File: src/rtl/exprnd_pipe_if.sv
// exprnd_pipe_if: handshake and data bundle for the exponent-rounding stage.
// master = upstream/downstream environment, slave = exprnd_pipe.
interface exprnd_pipe_if #(
   parameter int EW = 11,
   parameter int FW = 52
);
   logic          in_valid;
   logic          in_ready;
   logic          s;
   logic [EW-1:0] e3;
   logic [FW:0]   f3;
   logic [1:0]    RM;
   logic          OVF;
   logic          UNF;
   logic          OVFen;
   logic          UNFen;
   logic          INX;
   logic          out_valid;
   logic          out_ready;
   logic          s_out;
   logic [EW-1:0] eout;
   logic [FW-1:0] fout;
   logic [2:0]    flags;
   logic          flag_clr;
   logic [2:0]    sticky;

   modport master (
      output in_valid, s, e3, f3, RM, OVF, UNF, OVFen, UNFen, INX, out_ready, flag_clr,
      input  in_ready, out_valid, s_out, eout, fout, flags, sticky
   );

   modport slave (
      input  in_valid, s, e3, f3, RM, OVF, UNF, OVFen, UNFen, INX, out_ready, flag_clr,
      output in_ready, out_valid, s_out, eout, fout, flags, sticky
   );
endinterface

File: src/rtl/exprnd_pipe.sv
// exprnd_pipe: two-stage valid/ready exponent-rounding / special-value stage.
// Resolves masked overflow (infinity or Xmax by rounding mode), masked
// underflow (signed zero), denormal exponent zeroing, and packs the result
// with per-beat {ovf, unf, inx} flags.
// Optional: define EXPRND_PIPE_STICKY_EN for accumulated sticky flags.
module exprnd_pipe #(
   parameter int EW = 11,
   parameter int FW = 52
) (
   input logic          clk,
   input logic          rst_n,
   exprnd_pipe_if.slave bus
);

   typedef enum logic [1:0] {SEL_PASS, SEL_INF, SEL_XMAX, SEL_ZERO} sel_t;

   logic          adv1, adv2;
   logic          v1, v2;
   logic          inf_sel;
   sel_t          sel_c;
   logic          inx_c;

   logic          s1;
   logic [EW-1:0] e1;
   logic [FW:0]   f1;
   sel_t          sel1;
   logic [2:0]    flg1;

   logic          s2;
   logic [EW-1:0] e2;
   logic [FW-1:0] f2;
   logic [2:0]    flg2;

   logic [EW-1:0] e_pk;
   logic [FW-1:0] f_pk;

   assign adv2         = ~v2 | bus.out_ready;
   assign adv1         = ~v1 | adv2;
   assign bus.in_ready = adv1;

   // Decide which special-value path the incoming beat takes
   always_comb begin
      inf_sel = bus.RM[1] ? bus.RM[0] : ~(bus.RM[0] ^ bus.s);
      sel_c   = SEL_PASS;
      if (bus.OVF && !bus.OVFen)
         sel_c = inf_sel ? SEL_INF : SEL_XMAX;
      else if (bus.UNF && !bus.UNFen && !bus.OVF)
         sel_c = SEL_ZERO;
      inx_c = bus.INX | (bus.OVF & ~bus.OVFen) | (bus.UNF & ~bus.UNFen & ~bus.OVF);
   end

   // Stage 1: capture inputs, resolved selection and flags
   always_ff @(posedge clk) begin
      if (!rst_n) begin
         v1   <= 1'b0;
         s1   <= 1'b0;
         e1   <= '0;
         f1   <= '0;
         sel1 <= SEL_PASS;
         flg1 <= '0;
      end else if (adv1) begin
         v1 <= bus.in_valid;
         if (bus.in_valid) begin
            s1   <= bus.s;
            e1   <= bus.e3;
            f1   <= bus.f3;
            sel1 <= sel_c;
            flg1 <= {bus.OVF, bus.UNF, inx_c};
         end
      end
   end

   // Pack exponent/fraction from the stage-1 selection
   always_comb begin
      e_pk = e1 & {EW{f1[FW]}};
      f_pk = f1[FW-1:0];
      case (sel1)
         SEL_INF: begin
            e_pk = '1;
            f_pk = '0;
         end
         SEL_XMAX: begin
            e_pk = {{(EW-1){1'b1}}, 1'b0};
            f_pk = '1;
         end
         SEL_ZERO: begin
            e_pk = '0;
            f_pk = '0;
         end
         default: ;
      endcase
   end

   // Stage 2: register packed result and flags
   always_ff @(posedge clk) begin
      if (!rst_n) begin
         v2   <= 1'b0;
         s2   <= 1'b0;
         e2   <= '0;
         f2   <= '0;
         flg2 <= '0;
      end else if (adv2) begin
         v2 <= v1;
         if (v1) begin
            s2   <= s1;
            e2   <= e_pk;
            f2   <= f_pk;
            flg2 <= flg1;
         end
      end
   end

   assign bus.out_valid = v2;
   assign bus.s_out     = s2;
   assign bus.eout      = e2;
   assign bus.fout      = f2;
   assign bus.flags     = flg2;

`ifdef EXPRND_PIPE_STICKY_EN
   logic [2:0] sticky_q;

   // Accumulate flags of transferred beats; a same-cycle set overrides clear
   always_ff @(posedge clk) begin
      if (!rst_n)
         sticky_q <= '0;
      else
         sticky_q <= (bus.flag_clr ? 3'b000 : sticky_q) |
                     ((v2 && bus.out_ready) ? flg2 : 3'b000);
   end

   assign bus.sticky = sticky_q;
`else
   logic unused_flag_clr;

   assign unused_flag_clr = bus.flag_clr;
   assign bus.sticky      = '0;
`endif

endmodule

File: src/flat_wrapper.sv
// flat-port wrapper written by rule: the top's interface ports become plain ports
module exprnd_pipe_flat 
#(
   parameter int EW = 11,
   parameter int FW = 52
)
  (clk, rst_n, bus_in_valid, bus_s, bus_e3, bus_f3, bus_RM, bus_OVF, bus_UNF, bus_OVFen, bus_UNFen, bus_INX, bus_out_ready, bus_flag_clr, bus_in_ready, bus_out_valid, bus_s_out, bus_eout, bus_fout, bus_flags, bus_sticky);
  exprnd_pipe_if #(.EW(EW), .FW(FW)) bus_i ();
  input logic clk;
  input logic rst_n;
  input wire logic [$bits(bus_i.in_valid)-1:0] bus_in_valid;
  input wire logic [$bits(bus_i.s)-1:0] bus_s;
  input wire logic [$bits(bus_i.e3)-1:0] bus_e3;
  input wire logic [$bits(bus_i.f3)-1:0] bus_f3;
  input wire logic [$bits(bus_i.RM)-1:0] bus_RM;
  input wire logic [$bits(bus_i.OVF)-1:0] bus_OVF;
  input wire logic [$bits(bus_i.UNF)-1:0] bus_UNF;
  input wire logic [$bits(bus_i.OVFen)-1:0] bus_OVFen;
  input wire logic [$bits(bus_i.UNFen)-1:0] bus_UNFen;
  input wire logic [$bits(bus_i.INX)-1:0] bus_INX;
  input wire logic [$bits(bus_i.out_ready)-1:0] bus_out_ready;
  input wire logic [$bits(bus_i.flag_clr)-1:0] bus_flag_clr;
  output wire logic [$bits(bus_i.in_ready)-1:0] bus_in_ready;
  output wire logic [$bits(bus_i.out_valid)-1:0] bus_out_valid;
  output wire logic [$bits(bus_i.s_out)-1:0] bus_s_out;
  output wire logic [$bits(bus_i.eout)-1:0] bus_eout;
  output wire logic [$bits(bus_i.fout)-1:0] bus_fout;
  output wire logic [$bits(bus_i.flags)-1:0] bus_flags;
  output wire logic [$bits(bus_i.sticky)-1:0] bus_sticky;
  assign bus_i.in_valid = bus_in_valid;
  assign bus_i.s = bus_s;
  assign bus_i.e3 = bus_e3;
  assign bus_i.f3 = bus_f3;
  assign bus_i.RM = bus_RM;
  assign bus_i.OVF = bus_OVF;
  assign bus_i.UNF = bus_UNF;
  assign bus_i.OVFen = bus_OVFen;
  assign bus_i.UNFen = bus_UNFen;
  assign bus_i.INX = bus_INX;
  assign bus_i.out_ready = bus_out_ready;
  assign bus_i.flag_clr = bus_flag_clr;
  assign bus_in_ready = bus_i.in_ready;
  assign bus_out_valid = bus_i.out_valid;
  assign bus_s_out = bus_i.s_out;
  assign bus_eout = bus_i.eout;
  assign bus_fout = bus_i.fout;
  assign bus_flags = bus_i.flags;
  assign bus_sticky = bus_i.sticky;
  exprnd_pipe #(.EW(EW), .FW(FW)) u_core (.clk(clk), .rst_n(rst_n), .bus(bus_i));
endmodule
File: config.mk
export PLATFORM = sky130hd
export DESIGN_NAME = exprnd_pipe_flat
export DESIGN_NICKNAME = d
export VERILOG_FILES = /design/src/rtl/exprnd_pipe_if.sv /design/src/rtl/exprnd_pipe.sv /design/src/flat_wrapper.sv
export SDC_FILE = /design/constraint.sdc
export NUM_CORES = 1
export LEC_CHECK = 0
export ABC_AREA = 1
export CAP_MARGIN = 20
export CORE_MARGIN = 2
export CORE_UTILIZATION = 43
export DETAILED_ROUTE_END_ITERATION = 6
export PLACE_DENSITY = 0.85
export SYNTH_ARGS = -nofsm -noshare
export SYNTH_HDL_FRONTEND = slang
export SYNTH_SLANG_ARGS = --single-unit
File: constraint.sdc
create_clock -name clk -period 1.4 [get_ports clk]
set_clock_uncertainty 0.1 [all_clocks]
set_input_delay 0.28 -clock clk [delete_from_list [all_inputs] [get_ports clk]]
set_output_delay 0.28 -clock clk [all_outputs]
set_load 0.02 [all_outputs]
==> impl_metrics.json <==
{
  "synthMuxAreaShare": 0,
  "syn2layout_area_growth_pct": 40.76,
  "postRouteAntennaNets": 0,
  "crit_arrival_ns": 1.66,
  "h-tree-depth": 4,
  "start_kind": "register",
  "drcViolationCount": 0,
  "drt_iter0_markers": 508,
  "max_cap_violations": 0,
  "grt_pass1_wl_mm": 22.56,
  "cp_cell_sequence": "inv_2 > ha_4 > inv_4 > nand2_8 > buf_6 > clkbuf_16 > nand2_2 > o21ai_2 > nor2_1",
  "final_cell_area_sq_um": 7744,
  "grt.total_usage": 0.2098,
  "rr_worst_depth": 9,
  "path_max_fanout": 7,
  "netlist_instances": 770,
  "hpwlAfterDp_mm": 9.213,
  "cts_tree": "yes",
  "initial_core_util": 0.4377,
  "cts_root_buffer": "clkbuf_16",
  "layout_common_cells": "nor2_1 (275), dfxtp_1 (135), nand2_1 (110), o21ai_0 (98), clkdlybuf4s50_1 (73)",
  "synth_top_cell_by_area": "dfxtp_1",
  "routed_via_density": 4.814,
  "synth_top_family_by_area": "simple AND/OR/NAND/NOR gates",
  "vdd_drop_max_v": 0.001043,
  "leakagePower_uw": 0.003649,
  "die-area_sq_um": 13710,
  "boundaryPins": 149,
  "synth-seq-cells": 139,
  "max_freq_ghz": 0.7047,
  "portBuffers": 144,
  "hold_viol_final": 0,
  "min_period_over_period": 1.014,
  "seq_power_share": 0.424,
  "whs_path_depth": 3,
  "p_int_uw": 7583,
  "max-clock-path-buffers": 2,
  "critical_path.slowest_cell": "dfxtp_2",
  "fin_util": 0.6161,
  "clk_pin_slew_ns": 0.06,
  "synth_compound_area_frac": 0.1278,
  "setup_viol": 3,
  "nets": 994,
  "crit_family": "buffers and inverters",
  "synth_top_area_share": 0.5058,
  "seq_area_frac_synth": 0.5058,
  "synthSimpleGateAreaFrac": 0.2834,
  "violations": "negative setup slack",
  "synthTopCellsByArea": "dfxtp_1 (51%), nor2_1 (19%), o21ai_0 (12%)",
  "fin_crit_ns": 1.419,
  "ys_types": 20,
  "power_density_nw_per_um2": 1336,
  "slew_viol_final": 0,
  "power_uw": 10350,
  "rsz0062_at_grt": "yes",
  "drt-total-wl_mm": 14.49,
  "antenna_found_initial": 0,
  "wl_per_cell_um": 13.19,
  "setup_ws_ns": -0.01907,
  "dpl_cell_area_sq_um": 7193,
  "clock_latency_ns": 0.41,
  "end_kind": "register",
  "dr.pass1.iters": 5,
  "die_h_um": 117.1,
  "numCtsBuffers": 17,
  "postCtsHoldBufs": 0,
  "path_class": "reg -> reg",
  "status": "complete, but fails checks",
  "fill_cells": 1151,
  "swShare": 0.2672,
  "die_x_um": 117.1,
  "routabilityCongestion": 0.7882,
  "layout_commonest_cell": "nor2_1",
  "overflow": 0,
  "grt_pass1_vias": 4832,
  "synthXorXnorAreaFrac": 0,
  "power_frac_comb": 0.157,
  "vias": 5286,
  "clockPowerShare": 0.418,
  "clock_sinks": 139,
  "num_rows": 41,
  "grt_max_degree": 63,
  "drive_gt1_frac": 0.1879,
  "synthAdderAreaFrac": 0.009097,
  "worstSetupPathDepth": 9,
  "core_sq_um": 12570,
  "worst-path-buf-inv": 4,
  "synth_area_sq_um": 5502,
  "cp_slowest_stage_delay_ns": 0.36,
  "switchingPower_uw": 2765,
  "avgSynthCellArea_sq_um": 7.145,
  "n_antenna_cell": 0,
  "yosysWarnings": 0,
  "worstPathRequired_ns": 1.64,
  "hp-class": "in -> reg"
}
timing repair:
item,4_1_cts,5_1_grt
cloned,3,2
endpoints found under the setup margin,166,152
endpoints found under the hold margin,0,0
resized for setup,274,90
buffers inserted,4,0
pin swaps,4,16
path summary, 6_finish.rpt:
check	from	end	slack, ns
max reg2reg	u_core.sel1[1]	u_core.bus.fout[38]	-0.02
max	u_core.sel1[1]	u_core.bus.fout[38]	-0.02
min reg2reg	u_core.bus.fout[31]	u_core.bus.fout[31]	0.37
min	rst_n	u_core.f1[39]	0.15
layout make-up:
cell class	count	area, sq um	share of cell area
sequential	139	2790	0.3603
clock buffer	19	432.9	0.05591
multi-input combinational	557	2480	0.3202
timing repair buffer	177	1593	0.2057
clock inverter	13	146.4	0.01890
inverter	21	86.33	0.01115
tap	172	215.2	0.02779
per-layer routing:
metal / wire length [um] / track usage / vias up
met5: 0 / 0 / -
met3: 677 / 0.04686 / 28
li1: - / - / 2700
met4: 346 / 0.07451 / 0
met1: 6244 / 0.2616 / 2400
met2: 7220 / 0.3580 / 158
kinds of logic (layout without fill, tap and decap cells):
kind of cell	Yosys count	count (layout)
compound gates	140	140
fa+ha+maj	4	4
buf+inv	77	230
flops	139	139
other cells	1	3
simple gates	409	410
worst reg2reg max path: stages (launching register included):
cell	delay, ns
dfxtp_2	0.36
inv_2	0.06
ha_4	0.17
inv_4	0.07
nand2_8	0.06
buf_6	0.13
clkbuf_16	0.15
nand2_2	0.06
o21ai_2	0.05
nor2_1	0.12
through the flow:
step / hold slack [ns] / worst slack (ns) / setup TNS, ns / instances
5_1_grt: 0.1605 / -0.08287 / -1.783 / 1098
6_report: 0.1522 / -0.01907 / -0.03092 / 1098
4_1_cts: 0.1261 / -0.02270 / -0.03203 / 1097
2_1_floorplan: 0.3441 / -0.01206 / -0.6020 / 772
3_5_place_dp: 0.3652 / -0.5473 / -58.36 / 1058
3_3_place_gp: 0.3550 / -0.5428 / -55.94 / 1058
Yosys cell counts, drive strengths merged:
| master | count |
|---|---|
| clkbuf | 25 |
| conb | 1 |
| a21oi | 6 |
| nand2 | 125 |
| o21ai | 133 |
| inv | 21 |
| o21bai | 1 |
| ha | 4 |
| nand3 | 3 |
| nor2 | 281 |
| buf | 31 |
| dfxtp | 139 |
registers in the layout (all words and copies together), names as in the netlist:
signal / count
u_core.bus.flags: 3
u_core.bus.fout: 52
u_core.bus.eout: 11
u_core.sel1: 2
u_core.bus.s_out: 1
u_core.bus.out_valid: 1
u_core.v1: 1
u_core.flg1: 3
u_core.e1: 11
u_core.s1: 1
u_core.f1: 53
power groups by stage:
stage | Sequential, uW | Clock [uW] | Combinational [uW]
after floorplan | 4620 | 0 | 740
after global placement | 4460 | 0 | 1590
after detailed placement | 4470 | 0 | 1620
after CTS | 4390 | 4420 | 1580
after global routing | 4420 | 4580 | 1810
final | 4390 | 4330 | 1630
Note: power is estimated with default switching activity, not from simulation.
